--- src/rtl/vr_msg_encoder_pkg.sv ---
// Shared types, widths and helpers for the VR control-message encoder.
// Wire layout follows the software replicas: packed structs go out MSB-first, scalar fields little-endian.
package vr_msg_encoder_pkg;

  localparam int NOC_DATA_WIDTH  = 512;
  localparam int INT_W           = 64;
  localparam int BOOL_W          = 8;
  localparam int MSG_TYPE_W      = 8;
  localparam int MSG_LEN_W       = 64;
  localparam int FRAG_MAGIC_W    = 32;
  localparam int IP_ADDR_W       = 32;
  localparam int PORT_W          = 16;
  localparam int MACHINE_TUPLE_W = IP_ADDR_W + PORT_W;

  localparam logic [FRAG_MAGIC_W-1:0] NONFRAG_MAGIC = 32'h1803_0520;

  localparam int BEEHIVE_HDR_BYTES           = 13;
  localparam int PREPARE_OK_MSG_BYTES        = 45;
  localparam int START_VIEW_CHANGE_MSG_BYTES = 37;
  localparam int VALIDATE_REPLY_MSG_BYTES    = 38;

  typedef enum logic [MSG_TYPE_W-1:0] {
    MSG_PREPARE           = 8'd5,
    MSG_PREPARE_OK        = 8'd6,
    MSG_START_VIEW_CHANGE = 8'd10,
    MSG_VALIDATE_REPLY    = 8'd14
  } msg_type_e;

  typedef enum logic [1:0] {
    ST_IDLE,
    ST_META,
    ST_DATA
  } enc_state_e;

  typedef struct packed {
    logic [FRAG_MAGIC_W-1:0] frag_num;
    logic [MSG_TYPE_W-1:0]   msg_type;
    logic [MSG_LEN_W-1:0]    msg_len;
  } beehive_hdr_t;

  typedef struct packed {
    logic [INT_W-1:0] view;
    logic [INT_W-1:0] opnum;
    logic [INT_W-1:0] rep_index;
    logic [INT_W-1:0] last_committed;
  } prepare_ok_hdr_t;

  typedef struct packed {
    logic [INT_W-1:0] view;
    logic [INT_W-1:0] rep_index;
    logic [INT_W-1:0] last_committed;
  } start_view_change_hdr_t;

  typedef struct packed {
    logic [BOOL_W-1:0] isValid;
    logic [INT_W-1:0]  clientid;
    logic [INT_W-1:0]  clientreqid;
    logic [INT_W-1:0]  rep_index;
  } validate_reply_hdr_t;

  function automatic logic [INT_W-1:0] le_swap64(input logic [INT_W-1:0] v);
    logic [INT_W-1:0] r;
    for (int i = 0; i < INT_W/8; i++) r[8*i +: 8] = v[INT_W-8-8*i +: 8];
    return r;
  endfunction

  function automatic logic [FRAG_MAGIC_W-1:0] le_swap32(input logic [FRAG_MAGIC_W-1:0] v);
    logic [FRAG_MAGIC_W-1:0] r;
    for (int i = 0; i < FRAG_MAGIC_W/8; i++) r[8*i +: 8] = v[FRAG_MAGIC_W-8-8*i +: 8];
    return r;
  endfunction

  // msg_len counts only the body, never the 13-byte beehive header itself.
  function automatic beehive_hdr_t make_hdr(input logic [MSG_TYPE_W-1:0] t, input int total_bytes);
    beehive_hdr_t h;
    h.frag_num = le_swap32(NONFRAG_MAGIC);
    h.msg_type = t;
    h.msg_len  = le_swap64(MSG_LEN_W'(total_bytes - BEEHIVE_HDR_BYTES));
    return h;
  endfunction

endpackage

--- src/rtl/vr_msg_encoder_if.sv ---
// Request, UDP-TX metadata and data-flit signals of the VR message encoder.
// The encoder uses the slave modport; the replica/TX side uses master.
interface vr_msg_encoder_if
  import vr_msg_encoder_pkg::*;
#(
  parameter int  NOC_DATA_W = NOC_DATA_WIDTH,
  parameter int  LEN_W      = 16,
  localparam int PAD_W      = $clog2(NOC_DATA_W/8)
);
  logic                       req_val;
  logic                       req_rdy;
  logic [MSG_TYPE_W-1:0]      req_msg_type;
  logic [MACHINE_TUPLE_W-1:0] req_dst;
  logic [INT_W-1:0]           req_view;
  logic [INT_W-1:0]           req_opnum;
  logic [INT_W-1:0]           req_rep_index;
  logic [INT_W-1:0]           req_last_committed;
  logic [INT_W-1:0]           req_clientid;
  logic [INT_W-1:0]           req_clientreqid;
  logic [BOOL_W-1:0]          req_is_valid;

  logic                       meta_val;
  logic [MACHINE_TUPLE_W-1:0] meta_dst;
  logic [LEN_W-1:0]           meta_len;
  logic                       meta_rdy;

  logic                       data_val;
  logic [NOC_DATA_W-1:0]      data;
  logic                       data_last;
  logic [PAD_W-1:0]           data_padbytes;
  logic                       data_rdy;

  modport master (
    output req_val, req_msg_type, req_dst, req_view, req_opnum, req_rep_index,
           req_last_committed, req_clientid, req_clientreqid, req_is_valid,
           meta_rdy, data_rdy,
    input  req_rdy, meta_val, meta_dst, meta_len, data_val, data, data_last, data_padbytes
  );

  modport slave (
    input  req_val, req_msg_type, req_dst, req_view, req_opnum, req_rep_index,
           req_last_committed, req_clientid, req_clientreqid, req_is_valid,
           meta_rdy, data_rdy,
    output req_rdy, meta_val, meta_dst, meta_len, data_val, data, data_last, data_padbytes
  );
endinterface

--- src/rtl/vr_msg_flit_builder.sv ---
// Combinational map from a message request to its left-aligned flit, payload length and pad count.
// Unsupported types produce an all-zero result with supported_o low.
module vr_msg_flit_builder
  import vr_msg_encoder_pkg::*;
#(
  parameter int  NOC_DATA_W = NOC_DATA_WIDTH,
  parameter int  LEN_W      = 16,
  localparam int PAD_W      = $clog2(NOC_DATA_W/8)
) (
  input  logic [MSG_TYPE_W-1:0] msg_type_i,
  input  logic [INT_W-1:0]      view_i,
  input  logic [INT_W-1:0]      opnum_i,
  input  logic [INT_W-1:0]      rep_index_i,
  input  logic [INT_W-1:0]      last_committed_i,
  input  logic [INT_W-1:0]      clientid_i,
  input  logic [INT_W-1:0]      clientreqid_i,
  input  logic [BOOL_W-1:0]     is_valid_i,
  output logic [NOC_DATA_W-1:0] flit_o,
  output logic [LEN_W-1:0]      len_o,
  output logic [PAD_W-1:0]      padbytes_o,
  output logic                  supported_o
);

  localparam int FLIT_BYTES = NOC_DATA_W/8;

  prepare_ok_hdr_t        po_body;
  start_view_change_hdr_t svc_body;
  validate_reply_hdr_t    vr_body;

  logic [8*PREPARE_OK_MSG_BYTES-1:0]        po_msg;
  logic [8*START_VIEW_CHANGE_MSG_BYTES-1:0] svc_msg;
  logic [8*VALIDATE_REPLY_MSG_BYTES-1:0]    vr_msg;

  // Every INT_W field is byte-reversed so the software replicas read it natively.
  always_comb begin
    po_body.view           = le_swap64(view_i);
    po_body.opnum          = le_swap64(opnum_i);
    po_body.rep_index      = le_swap64(rep_index_i);
    po_body.last_committed = le_swap64(last_committed_i);

    svc_body.view           = le_swap64(view_i);
    svc_body.rep_index      = le_swap64(rep_index_i);
    svc_body.last_committed = le_swap64(last_committed_i);

    vr_body.isValid     = is_valid_i;
    vr_body.clientid    = le_swap64(clientid_i);
    vr_body.clientreqid = le_swap64(clientreqid_i);
    vr_body.rep_index   = le_swap64(rep_index_i);
  end

  assign po_msg  = {make_hdr(MSG_PREPARE_OK, PREPARE_OK_MSG_BYTES), po_body};
  assign svc_msg = {make_hdr(MSG_START_VIEW_CHANGE, START_VIEW_CHANGE_MSG_BYTES), svc_body};
  assign vr_msg  = {make_hdr(MSG_VALIDATE_REPLY, VALIDATE_REPLY_MSG_BYTES), vr_body};

  always_comb begin
    flit_o      = '0;
    len_o       = '0;
    padbytes_o  = '0;
    supported_o = 1'b0;
    case (msg_type_i)
      MSG_PREPARE_OK: begin
        flit_o[NOC_DATA_W-1 -: 8*PREPARE_OK_MSG_BYTES] = po_msg;
        len_o       = LEN_W'(PREPARE_OK_MSG_BYTES);
        padbytes_o  = PAD_W'(FLIT_BYTES - PREPARE_OK_MSG_BYTES);
        supported_o = 1'b1;
      end
      MSG_START_VIEW_CHANGE: begin
        flit_o[NOC_DATA_W-1 -: 8*START_VIEW_CHANGE_MSG_BYTES] = svc_msg;
        len_o       = LEN_W'(START_VIEW_CHANGE_MSG_BYTES);
        padbytes_o  = PAD_W'(FLIT_BYTES - START_VIEW_CHANGE_MSG_BYTES);
        supported_o = 1'b1;
      end
      MSG_VALIDATE_REPLY: begin
        flit_o[NOC_DATA_W-1 -: 8*VALIDATE_REPLY_MSG_BYTES] = vr_msg;
        len_o       = LEN_W'(VALIDATE_REPLY_MSG_BYTES);
        padbytes_o  = PAD_W'(FLIT_BYTES - VALIDATE_REPLY_MSG_BYTES);
        supported_o = 1'b1;
      end
      default: ;
    endcase
  end

endmodule

--- src/rtl/vr_msg_encoder.sv ---
// Serializes one VR control message per request into a UDP-TX metadata beat followed by one data flit.
// Unsupported request types are swallowed and counted.
module vr_msg_encoder
  import vr_msg_encoder_pkg::*;
#(
  parameter int  NOC_DATA_W = NOC_DATA_WIDTH,
  parameter int  LEN_W      = 16,
  localparam int PAD_W      = $clog2(NOC_DATA_W/8)
) (
  input  logic               clk,
  input  logic               rst,
  vr_msg_encoder_if.slave    bus,
  output logic [31:0]        bad_type_cnt
);

  logic [NOC_DATA_W-1:0] bld_flit;
  logic [LEN_W-1:0]      bld_len;
  logic [PAD_W-1:0]      bld_pad;
  logic                  bld_supported;

  vr_msg_flit_builder #(
    .NOC_DATA_W (NOC_DATA_W),
    .LEN_W      (LEN_W)
  ) u_builder (
    .msg_type_i       (bus.req_msg_type),
    .view_i           (bus.req_view),
    .opnum_i          (bus.req_opnum),
    .rep_index_i      (bus.req_rep_index),
    .last_committed_i (bus.req_last_committed),
    .clientid_i       (bus.req_clientid),
    .clientreqid_i    (bus.req_clientreqid),
    .is_valid_i       (bus.req_is_valid),
    .flit_o           (bld_flit),
    .len_o            (bld_len),
    .padbytes_o       (bld_pad),
    .supported_o      (bld_supported)
  );

  enc_state_e                 state_q;
  logic                       req_rdy_q;
  logic                       meta_val_q;
  logic                       data_val_q;
  logic                       data_last_q;
  logic [NOC_DATA_W-1:0]      data_q;
  logic [LEN_W-1:0]           meta_len_q;
  logic [MACHINE_TUPLE_W-1:0] meta_dst_q;
  logic [PAD_W-1:0]           pad_q;
  logic [31:0]                bad_type_cnt_q;
  logic [31:0]                bad_type_cnt_d;

  assign bad_type_cnt_d = (bad_type_cnt_q == '1) ? bad_type_cnt_q : bad_type_cnt_q + 32'd1;

  // req_rdy is registered from the next state, so it stays low for the whole META/DATA walk.
  always_ff @(posedge clk or posedge rst) begin
    if (rst) begin
      state_q        <= ST_IDLE;
      req_rdy_q      <= 1'b0;
      meta_val_q     <= 1'b0;
      data_val_q     <= 1'b0;
      data_last_q    <= 1'b0;
      data_q         <= '0;
      meta_len_q     <= '0;
      meta_dst_q     <= '0;
      pad_q          <= '0;
      bad_type_cnt_q <= '0;
    end else begin
      case (state_q)
        ST_IDLE: begin
          req_rdy_q <= 1'b1;
          if (bus.req_val && req_rdy_q) begin
            if (bld_supported) begin
              state_q    <= ST_META;
              req_rdy_q  <= 1'b0;
              meta_val_q <= 1'b1;
              data_q     <= bld_flit;
              meta_len_q <= bld_len;
              meta_dst_q <= bus.req_dst;
              pad_q      <= bld_pad;
            end else begin
              bad_type_cnt_q <= bad_type_cnt_d;
            end
          end
        end
        ST_META: begin
          if (bus.meta_rdy) begin
            state_q     <= ST_DATA;
            meta_val_q  <= 1'b0;
            data_val_q  <= 1'b1;
            data_last_q <= 1'b1;
          end
        end
        ST_DATA: begin
          if (bus.data_rdy) begin
            state_q     <= ST_IDLE;
            data_val_q  <= 1'b0;
            data_last_q <= 1'b0;
            req_rdy_q   <= 1'b1;
          end
        end
        default: begin
          state_q     <= ST_IDLE;
          req_rdy_q   <= 1'b0;
          meta_val_q  <= 1'b0;
          data_val_q  <= 1'b0;
          data_last_q <= 1'b0;
        end
      endcase
    end
  end

  assign bus.req_rdy       = req_rdy_q;
  assign bus.meta_val      = meta_val_q;
  assign bus.meta_dst      = meta_dst_q;
  assign bus.meta_len      = meta_len_q;
  assign bus.data_val      = data_val_q;
  assign bus.data          = data_q;
  assign bus.data_last     = data_last_q;
  assign bus.data_padbytes = pad_q;
  assign bad_type_cnt      = bad_type_cnt_q;

endmodule

--- src/flat_wrapper.sv ---
// flat-port wrapper written by rule: the top's interface ports become plain ports
module vr_msg_encoder_flat import vr_msg_encoder_pkg::*;
#(
  parameter int  NOC_DATA_W = NOC_DATA_WIDTH,
  parameter int  LEN_W      = 16,
  localparam int PAD_W      = $clog2(NOC_DATA_W/8)
)
  (clk, rst, bad_type_cnt, bus_req_val, bus_req_msg_type, bus_req_dst, bus_req_view, bus_req_opnum, bus_req_rep_index, bus_req_last_committed, bus_req_clientid, bus_req_clientreqid, bus_req_is_valid, bus_meta_rdy, bus_data_rdy, bus_req_rdy, bus_meta_val, bus_meta_dst, bus_meta_len, bus_data_val, bus_data, bus_data_last, bus_data_padbytes);
  vr_msg_encoder_if #(.NOC_DATA_W(NOC_DATA_W), .LEN_W(LEN_W)) bus_i ();
  input  logic clk;
  input  logic rst;
  output logic [31:0] bad_type_cnt;
  input wire logic [$bits(bus_i.req_val)-1:0] bus_req_val;
  input wire logic [$bits(bus_i.req_msg_type)-1:0] bus_req_msg_type;
  input wire logic [$bits(bus_i.req_dst)-1:0] bus_req_dst;
  input wire logic [$bits(bus_i.req_view)-1:0] bus_req_view;
  input wire logic [$bits(bus_i.req_opnum)-1:0] bus_req_opnum;
  input wire logic [$bits(bus_i.req_rep_index)-1:0] bus_req_rep_index;
  input wire logic [$bits(bus_i.req_last_committed)-1:0] bus_req_last_committed;
  input wire logic [$bits(bus_i.req_clientid)-1:0] bus_req_clientid;
  input wire logic [$bits(bus_i.req_clientreqid)-1:0] bus_req_clientreqid;
  input wire logic [$bits(bus_i.req_is_valid)-1:0] bus_req_is_valid;
  input wire logic [$bits(bus_i.meta_rdy)-1:0] bus_meta_rdy;
  input wire logic [$bits(bus_i.data_rdy)-1:0] bus_data_rdy;
  output wire logic [$bits(bus_i.req_rdy)-1:0] bus_req_rdy;
  output wire logic [$bits(bus_i.meta_val)-1:0] bus_meta_val;
  output wire logic [$bits(bus_i.meta_dst)-1:0] bus_meta_dst;
  output wire logic [$bits(bus_i.meta_len)-1:0] bus_meta_len;
  output wire logic [$bits(bus_i.data_val)-1:0] bus_data_val;
  output wire logic [$bits(bus_i.data)-1:0] bus_data;
  output wire logic [$bits(bus_i.data_last)-1:0] bus_data_last;
  output wire logic [$bits(bus_i.data_padbytes)-1:0] bus_data_padbytes;
  assign bus_i.req_val = bus_req_val;
  assign bus_i.req_msg_type = bus_req_msg_type;
  assign bus_i.req_dst = bus_req_dst;
  assign bus_i.req_view = bus_req_view;
  assign bus_i.req_opnum = bus_req_opnum;
  assign bus_i.req_rep_index = bus_req_rep_index;
  assign bus_i.req_last_committed = bus_req_last_committed;
  assign bus_i.req_clientid = bus_req_clientid;
  assign bus_i.req_clientreqid = bus_req_clientreqid;
  assign bus_i.req_is_valid = bus_req_is_valid;
  assign bus_i.meta_rdy = bus_meta_rdy;
  assign bus_i.data_rdy = bus_data_rdy;
  assign bus_req_rdy = bus_i.req_rdy;
  assign bus_meta_val = bus_i.meta_val;
  assign bus_meta_dst = bus_i.meta_dst;
  assign bus_meta_len = bus_i.meta_len;
  assign bus_data_val = bus_i.data_val;
  assign bus_data = bus_i.data;
  assign bus_data_last = bus_i.data_last;
  assign bus_data_padbytes = bus_i.data_padbytes;
  vr_msg_encoder #(.NOC_DATA_W(NOC_DATA_W), .LEN_W(LEN_W)) u_core (.clk(clk), .rst(rst), .bus(bus_i), .bad_type_cnt(bad_type_cnt));
endmodule
--- config.mk ---
export PLATFORM = sky130hd
export DESIGN_NAME = vr_msg_encoder_flat
export DESIGN_NICKNAME = d
export VERILOG_FILES = /design/src/rtl/vr_msg_encoder_pkg.sv /design/src/rtl/vr_msg_encoder_if.sv /design/src/rtl/vr_msg_flit_builder.sv /design/src/rtl/vr_msg_encoder.sv /design/src/flat_wrapper.sv
export SDC_FILE = /design/constraint.sdc
export NUM_CORES = 1
export LEC_CHECK = 0
export ABC_AREA = 1
export CORE_AREA = 2 2 414 416
export CTS_BUF_LIST = sky130_fd_sc_hd__clkbuf_8
export DETAILED_ROUTE_END_ITERATION = 12
export DIE_AREA = 0 0 416 418
export GPL_TIMING_DRIVEN = 0
export PLACE_DENSITY_LB_ADDON = 0.3
export SYNTH_ARGS = -nofsm -noshare
export SYNTH_HDL_FRONTEND = slang
export SYNTH_SLANG_ARGS = --single-unit
--- constraint.sdc ---
create_clock -name clk -period 11.9 [get_ports clk]
set_input_delay 1.19 -clock clk [delete_from_list [all_inputs] [get_ports clk]]
set_output_delay 1.19 -clock clk [all_outputs]
set_load 0.01 [all_outputs]
==> results of run 1 <==
[where the power goes]
part / switching, uW / internal (uW) / leakage (uW)
registers: 57.7 / 1250 / 0.00477
logic: 346 / 369 / 0.0102
clock network: 690 / 776 / 0.000910
total: 1090 / 2390 / 0.0159
[through the flow]
| step | setup TNS (ns) | util | worst slack [ns] | total power (uW) | hold slack, ns |
|---|---|---|---|---|---|
| finish | 0 | 0.196 | 8.21 | 3490 | 0.470 |
| global route | 0 | 0.195 | 8.05 | 3650 | 0.481 |
| CTS | 0 | 0.195 | 8.06 | 3560 | 0.471 |
| detailed placement | 0 | 0.186 | 7.17 | 2040 | 0.458 |
| global placement | -2099.30 | 0.185 | -6.20 | 2040 | 0.453 |
| floorplan | 0 | - | 1.09 | 1570 | 0.505 |
[critical path, stage by stage]
cell and delay (ns):
clkdlybuf4s50_1 0.44, inv_1 0.07, nand2_1 0.23, nor3_2 0.88
buf_2 0.49, buf_2 0.48, nand3_1 0.25, nand3_1 0.14
nand2_1 0.13, nand2_1 0.09
[synthesized netlist by cell type (all sizes together)]
master / number
a22oi: 1
and2: 1
buf: 394
clkbuf: 37
conb: 1
dfrtp: 347
ha: 1
inv: 28
nand2: 1208
nand3: 529
nand3b: 18
nand4: 11
nor2: 64
nor3: 3
o211ai: 1
o21ai: 4
or2: 2
xnor2: 2
xor2: 9
[placed cells by master, fill, tap and decap left out, drive strengths merged, types with 18 or more instances in the layout]
cell type and count:
clkbuf 133, buf 397, nor2 64, dfrtp 347
clkdlybuf4s50 815, diode 27, inv 53, nand3b 18
nand2 1208, conb 255, nand3 529
[routing by layer]
metal | track usage | up-vias | wire length [um]
li1 | - | 10311 | -
met1 | 0.199 | 10726 | 58500
met2 | 0.279 | 1141 | 72200
met3 | 0.0622 | 208 | 15500
met4 | 0.0451 | 56 | 3130
met5 | 0 | - | 338
[area by class of cell]
| cell class | count | area, um^2 | area share |
|---|---|---|---|
| plain buffers | 431 | 2800 | 0.0845 |
| well taps | 2218 | 2780 | 0.0838 |
| clock inverters | 41 | 279 | 0.00843 |
| diodes | 27 | 67.6 | 0.00204 |
| multi-input cells | 2109 | 8820 | 0.267 |
| flip-flops and latches | 347 | 8680 | 0.262 |
| inverters | 28 | 113 | 0.00340 |
| clock buffers | 96 | 1320 | 0.0399 |
| repair buffers | 818 | 8240 | 0.249 |
[path summary, 6_finish.rpt]
| kind | to | slack (ns) | cells after the start |
|---|---|---|---|
| worst max-delay path | u_core.bus.data[276] | 8.21 | 10 |
| worst min-delay path | u_core.bus.meta_dst[43] | 0.47 | 2 |
| worst max register to register | u_core.bus.meta_dst[5] | 9.35 | 7 |
| worst min register to register | u_core.bus.meta_dst[43] | 0.47 | 2 |
| max in group asynchronous | u_core.bus.data[166] | 9.47 | 4 |
| min in group asynchronous | u_core.bad_type_cnt[11] | 0.92 | 2 |
[sequential cells by signal (all words and copies together) (netlist names)]
name	flops
u_core.bad_type_cnt	32
u_core.bus.data	261
u_core.bus.data_val	1
u_core.bus.meta_dst	48
u_core.bus.meta_len	1
u_core.bus.meta_val	1
u_core.bus.req_rdy	1
u_core.state_q	2
[logic make-up after synthesis]
group           count (synthesis)
fa+ha+maj                       1
compound gates                  6
xor+xnor                       11
simple gates                 1836
buf+inv                       459
flops                         347
other cells                     1
==> run summary, run 1 <==
Syn-to-layout area delta = 70.1%
Headroom to the max-slew limit = 0.278
Antenna violations before repair = 68
Yosys cell types = 28
# port buffers = 815
Max-cap violations = 0
Starting density of the core = 0.115
# Post-CTS Setup Buffers = 0
1st-iter DRT viols = 2095
RSZ-0062 raised after global routing = false
PostCTS Resize Cnt = 0
Io pins = 1071
Simple-gate share of the synthesized area = 0.396
Drt pass-1 iters = 5
XOR/XNOR share of the synthesized area = 0.00495
Final hold violations = 0
Overflow after GRT = 0
DR DRC count = 0
Synth area leader = dfrtp_1
CTS Buffer Depth = 3
Synth Area in Compound Gates = 0.00251
Slew Limit Fails = 0
Leak = 0.0159 uW
Wirelength per Cell = 24.5 um
Core box area = 169000 um^2
Vias = 22.4k
CTS buffer count = 78
Synth Area in Adders = 0.000643
Outcome = complete, no violations
Skew final = 0.0967 ns
Mux share of post-synthesis cell area = 0
Post-route ant nets = 0
Critical Path RT = 12.64 ns
Startpoint Class = input port
Synth Cell Area = 19500 um^2
Tmin final = 3.69 ns
Final clock period utilization by the worst path = 0.310
Crit Path Class = in -> reg
Design area = 33100 um^2
First-pass GRT wire length = 196000 um
Share of layout cells above drive strength 1 = 0.136
Crit Path Max Fanout = 10
CTS root buffer = clkbuf_8
Final setup fails = 0
Critical Path Sink Type = flip-flop
PwrDens = 105 nW/um^2
Crit path launch = bus_req_msg_type[0]
# placed instances = 5951
Avg Cell Area, Syn = 7.31 um^2
# H-tree levels = 3
Die area = 174000 um^2
Largest family of logic cells by synthesized area = simple AND/OR/NAND/NOR gates
Nets = 4267
Vias in the first global route = 21.6k
Largest net degree at the start of global routing = 94
Placed instance area = 31400 um^2
Synth top area share = 0.446
Hold Crit Class = reg -> reg
#FFs+latches synth = 347
Hold-fix buffers, CTS = 0
Skew-Pair Late Insertion Delay = 0.81 ns
Register area share after synthesis = 0.446
Yosys warns = 0
Sinks on Clock Net = 347
GR Util All Layers = 0.167
Syn Inst Count = 2661
Height of the die = 418 um
Synth area leaders = dfrtp_1 45%, nand2_1 23%, nand3_1 14%
Die width = 416 um
RD Place Congestion = 0.892
Hpwl dp = 125000 um
Finished Layout Cells = 6115
Reg clk slew, reported paths = 0.05 ns
Worst-margin pin slew = 1.08 ns
Maximum VDD drop = 72.1 uV
Site row count = 151
DR vias/cell = 3.67
CP arrival = 4.43 ns
TritonCTS clock tree = done
Max Fclk = 271 MHz
R2R Path Start = u_core.state_q[0]
Fill cell count = 19.2k
Final WL = 150000 um
Hold_sp = u_core.bus.meta_dst[43]
Power figures use the tool's default switching activity.
==> inputs of run 2 (changes only) <==
--- a/config.mk
+++ b/config.mk
@@ -6,10 +6,10 @@
 export NUM_CORES = 1
 export LEC_CHECK = 0
 export ABC_AREA = 1
-export CORE_AREA = 2 2 414 416
+export CORE_AREA = 2 2 418 420
 export CTS_BUF_LIST = sky130_fd_sc_hd__clkbuf_8
 export DETAILED_ROUTE_END_ITERATION = 12
-export DIE_AREA = 0 0 416 418
+export DIE_AREA = 0 0 420 422
 export GPL_TIMING_DRIVEN = 0
 export PLACE_DENSITY_LB_ADDON = 0.3
 export SYNTH_ARGS = -nofsm -noshare
==> constraint.sdc (replaced) <==
create_clock -name clk -period 3.3 [get_ports clk]
set_input_delay 0.33 -clock clk [delete_from_list [all_inputs] [get_ports clk]]
set_output_delay 0.33 -clock clk [all_outputs]
set_load 0.01 [all_outputs]
==> run 2 against run 1 <==
Against the previous run:
- worst setup slack worse by 7.9 ns
- power rose to 3.8 times the previous value
- sequential power rose to 3.6 times the previous value
- non-clock buffer count up 23
- design area up 1.8%
- routed wire length up 0.62%
==> run summary, run 2 (synthesized netlist as in run 1, its figures left out) <==
Setup_tns = 0 ns (unchanged)
Io pins = 1071 (unchanged)
Crit Path Max Fanout = 11 (+1)
Crit path launch = bus_req_msg_type[4]
Final Power = 13200 uW (+280%)
CTS buffer count = 79 (+1.3%)
Overflow after GRT = 0 (unchanged)
Drt pass-1 iters = 7 (+2)
Maximum VDD drop = 240 uV (+230%)
Nets = 4291 (+0.56%)
Height of the die = 422 um (+0.96%)
# Post-CTS Setup Buffers = 0 (unchanged)
R2R Setup Slk = 0.48 ns (-8.87 ns)
RR Endpoint = u_core.bus.data[197]
TritonCTS clock tree = done
Most frequent cells in the layout = 1206 x nand2_1, 815 x clkdlybuf4s50_1, 527 x nand3_1
P_int = 9240 uW (+290%)
Worst-margin pin slew = 0.926 ns (-0.151 ns)
Max-cap violations = 0 (unchanged)
Final clock period utilization by the worst path = 0.899
Crit Path Class = in -> reg
CTS root buffer = clkbuf_8
Vias = 22.6k (+0.61%)
Leak = 0.0161 uW (+1.1%)
First-pass GRT wire length = 196000 um (about the same)
RD Place Congestion = 0.914 (+2.4%)
Worst setup path end = u_core.bus.data[197]
Largest register FFs = 261 (unchanged)
DR vias/cell = 3.62 (-1.3%)
Worst hold slack = 0.120 ns (-0.350 ns)
Site row count = 153 (+1.3%)
Antenna violations before repair = 76 (+12%)
CTS Buffer Depth = 3 (unchanged)
Share of layout cells above drive strength 1 = 0.138 (+0.00206)
Final setup fails = 0 (unchanged)
Syn-to-layout area delta = 73.1%
Core box area = 173000 um^2 (+2.2%)
Reg clk slew, reported paths = 0.06 ns (about the same)
Max Fclk = 337 MHz
PwrDens = 392 nW/um^2 (+270%)
# port buffers = 815 (unchanged)
RSZ-0062 raised after global routing = false
Hpwl dp = 127000 um (+1.1%)
Vias in the first global route = 21.5k (-0.34%)
Hold Crit Depth = 3 (+1)
P_sw = 3980 uW (+260%)
Critical Path RT = 3.93 ns (-8.71 ns)
1st-iter DRT viols = 1947 (-7.1%)
PostCTS Resize Cnt = 0 (unchanged)
Hold-fix buffers, CTS = 15 (+15)
Starting density of the core = 0.113 (-0.00251)
Startpoint Class = input port
Final WL = 151000 um (+0.62%)
Hold Crit Class = in -> reg
Critical Path Sink Type = flip-flop
Skew final = 0.0330 ns (-0.0637 ns)
Slew Limit Fails = 0 (unchanged)
CP arrival = 3.60 ns (-0.83 ns)
Worst r2r path cells = 8 (+1)
Sw frac = 0.301 (-0.0122)
Die area = 177000 um^2 (+1.9%)
Share of power burned in registers = 0.356 (-0.018)
GR Util All Layers = 0.164 (-0.00285)
Tmin final = 2.97 ns
Largest net degree at the start of global routing = 39 (-59%)
Sinks on Clock Net = 347 (unchanged)
R2R Path Start = u_core.state_q[0]
Outcome = complete, no violations
Clk pwr share = 0.447 (+0.027)
Headroom to the max-slew limit = 0.380 (+0.101)
Skew-Pair Late Insertion Delay = 0.77 ns (-0.04 ns)
Die width = 420 um (+0.96%)
Combinational power share = 0.197 (-0.008)
Wirelength per Cell = 24.2 um (-1.3%)
Post-route ant nets = 0 (unchanged)
# H-tree levels = 3 (unchanged)
DR DRC count = 0 (unchanged)
Final hold violations = 0 (unchanged)
Commonest non-fill, non-tap cell in the layout = nand2_1
run 2: cell count changes in the layout (fill, tap and decap cells not counted), moves of 2 or more:
cell,previous run,this run
diode_2,27,19
clkinv_2,11,9
buf_16,3,1
clkinvlp_4,1,5
clkbuf_8,96,90
inv_1,43,39
bufinv_16,2,11
buf_12,0,10
dlygate4sd3_1,0,15
run 2: final cells by class:
type	instances	area, um^2
Fill cell	19597	139000
Inverter	28	109
Antenna cell	19	47.5
Multi-Input combinational cell	2109	8820
Buffer	431	2800
Tap cell	2325	2910
Sequential cell	347	8680
Timing Repair Buffer	841	8540
Clock inverter	46	538
Clock buffer	90	1240
run 2: worst min path at each step:
stage,start,to
6_report,bus_req_dst[35],u_core.bus.meta_dst[35]
5_1_grt,bus_req_dst[39],u_core.bus.meta_dst[39]
4_1_cts,bus_req_dst[8],u_core.bus.meta_dst[8]
3_5_place_dp,u_core.bus.meta_dst[8],u_core.bus.meta_dst[8]
3_3_place_gp,u_core.bus.meta_dst[39],u_core.bus.meta_dst[39]
2_1_floorplan,bus_req_last_committed[56],u_core.bus.data[152]
run 2: critical path, stage by stage:
cell,delay [ns]
clkdlybuf4s50_1,0.40
inv_1,0.05
nand2_1,0.08
nor2_4,0.60
o211ai_4,0.25
nor2_4,0.57
inv_2,0.25
buf_2,0.41
buf_2,0.40
nand2_1,0.13
nand2_1,0.05
run 2: layer usage:
layer / vias up / wire, um / global-route usage
met3: 248 / 14200 / 0.0531
met1: 10814 / 60000 / 0.198
li1: 10346 / - / -
met5: - / 379 / 0
met4: 64 / 4680 / 0.0537
met2: 1108 / 71400 / 0.272
run 2: power by group through the flow:
| stage | Sequential [uW] | Clock, uW | Combinational (uW) |
|---|---|---|---|
| final | 4700 | 5910 | 2610 |
| after global routing | 4730 | 6280 | 2780 |
| after CTS | 4700 | 6160 | 2630 |
| after detailed placement | 4770 | 0 | 2600 |
| after global placement | 4780 | 0 | 2570 |
| after floorplan | 4850 | 0 | 828 |
run 2: metrics by stage:
step | instance area [um^2] | utilization | setup slack, ns | cells
2_1_floorplan | 20400 | - | -1.67 | 2915
4_1_cts | 33600 | 0.195 | 0.266 | 6217
5_1_grt | 33600 | 0.195 | 0.245 | 6223
6_report | 33700 | 0.195 | 0.333 | 6236
3_5_place_dp | 31700 | 0.183 | -0.602 | 6066
3_3_place_gp | 31500 | 0.182 | -5.56 | 6055
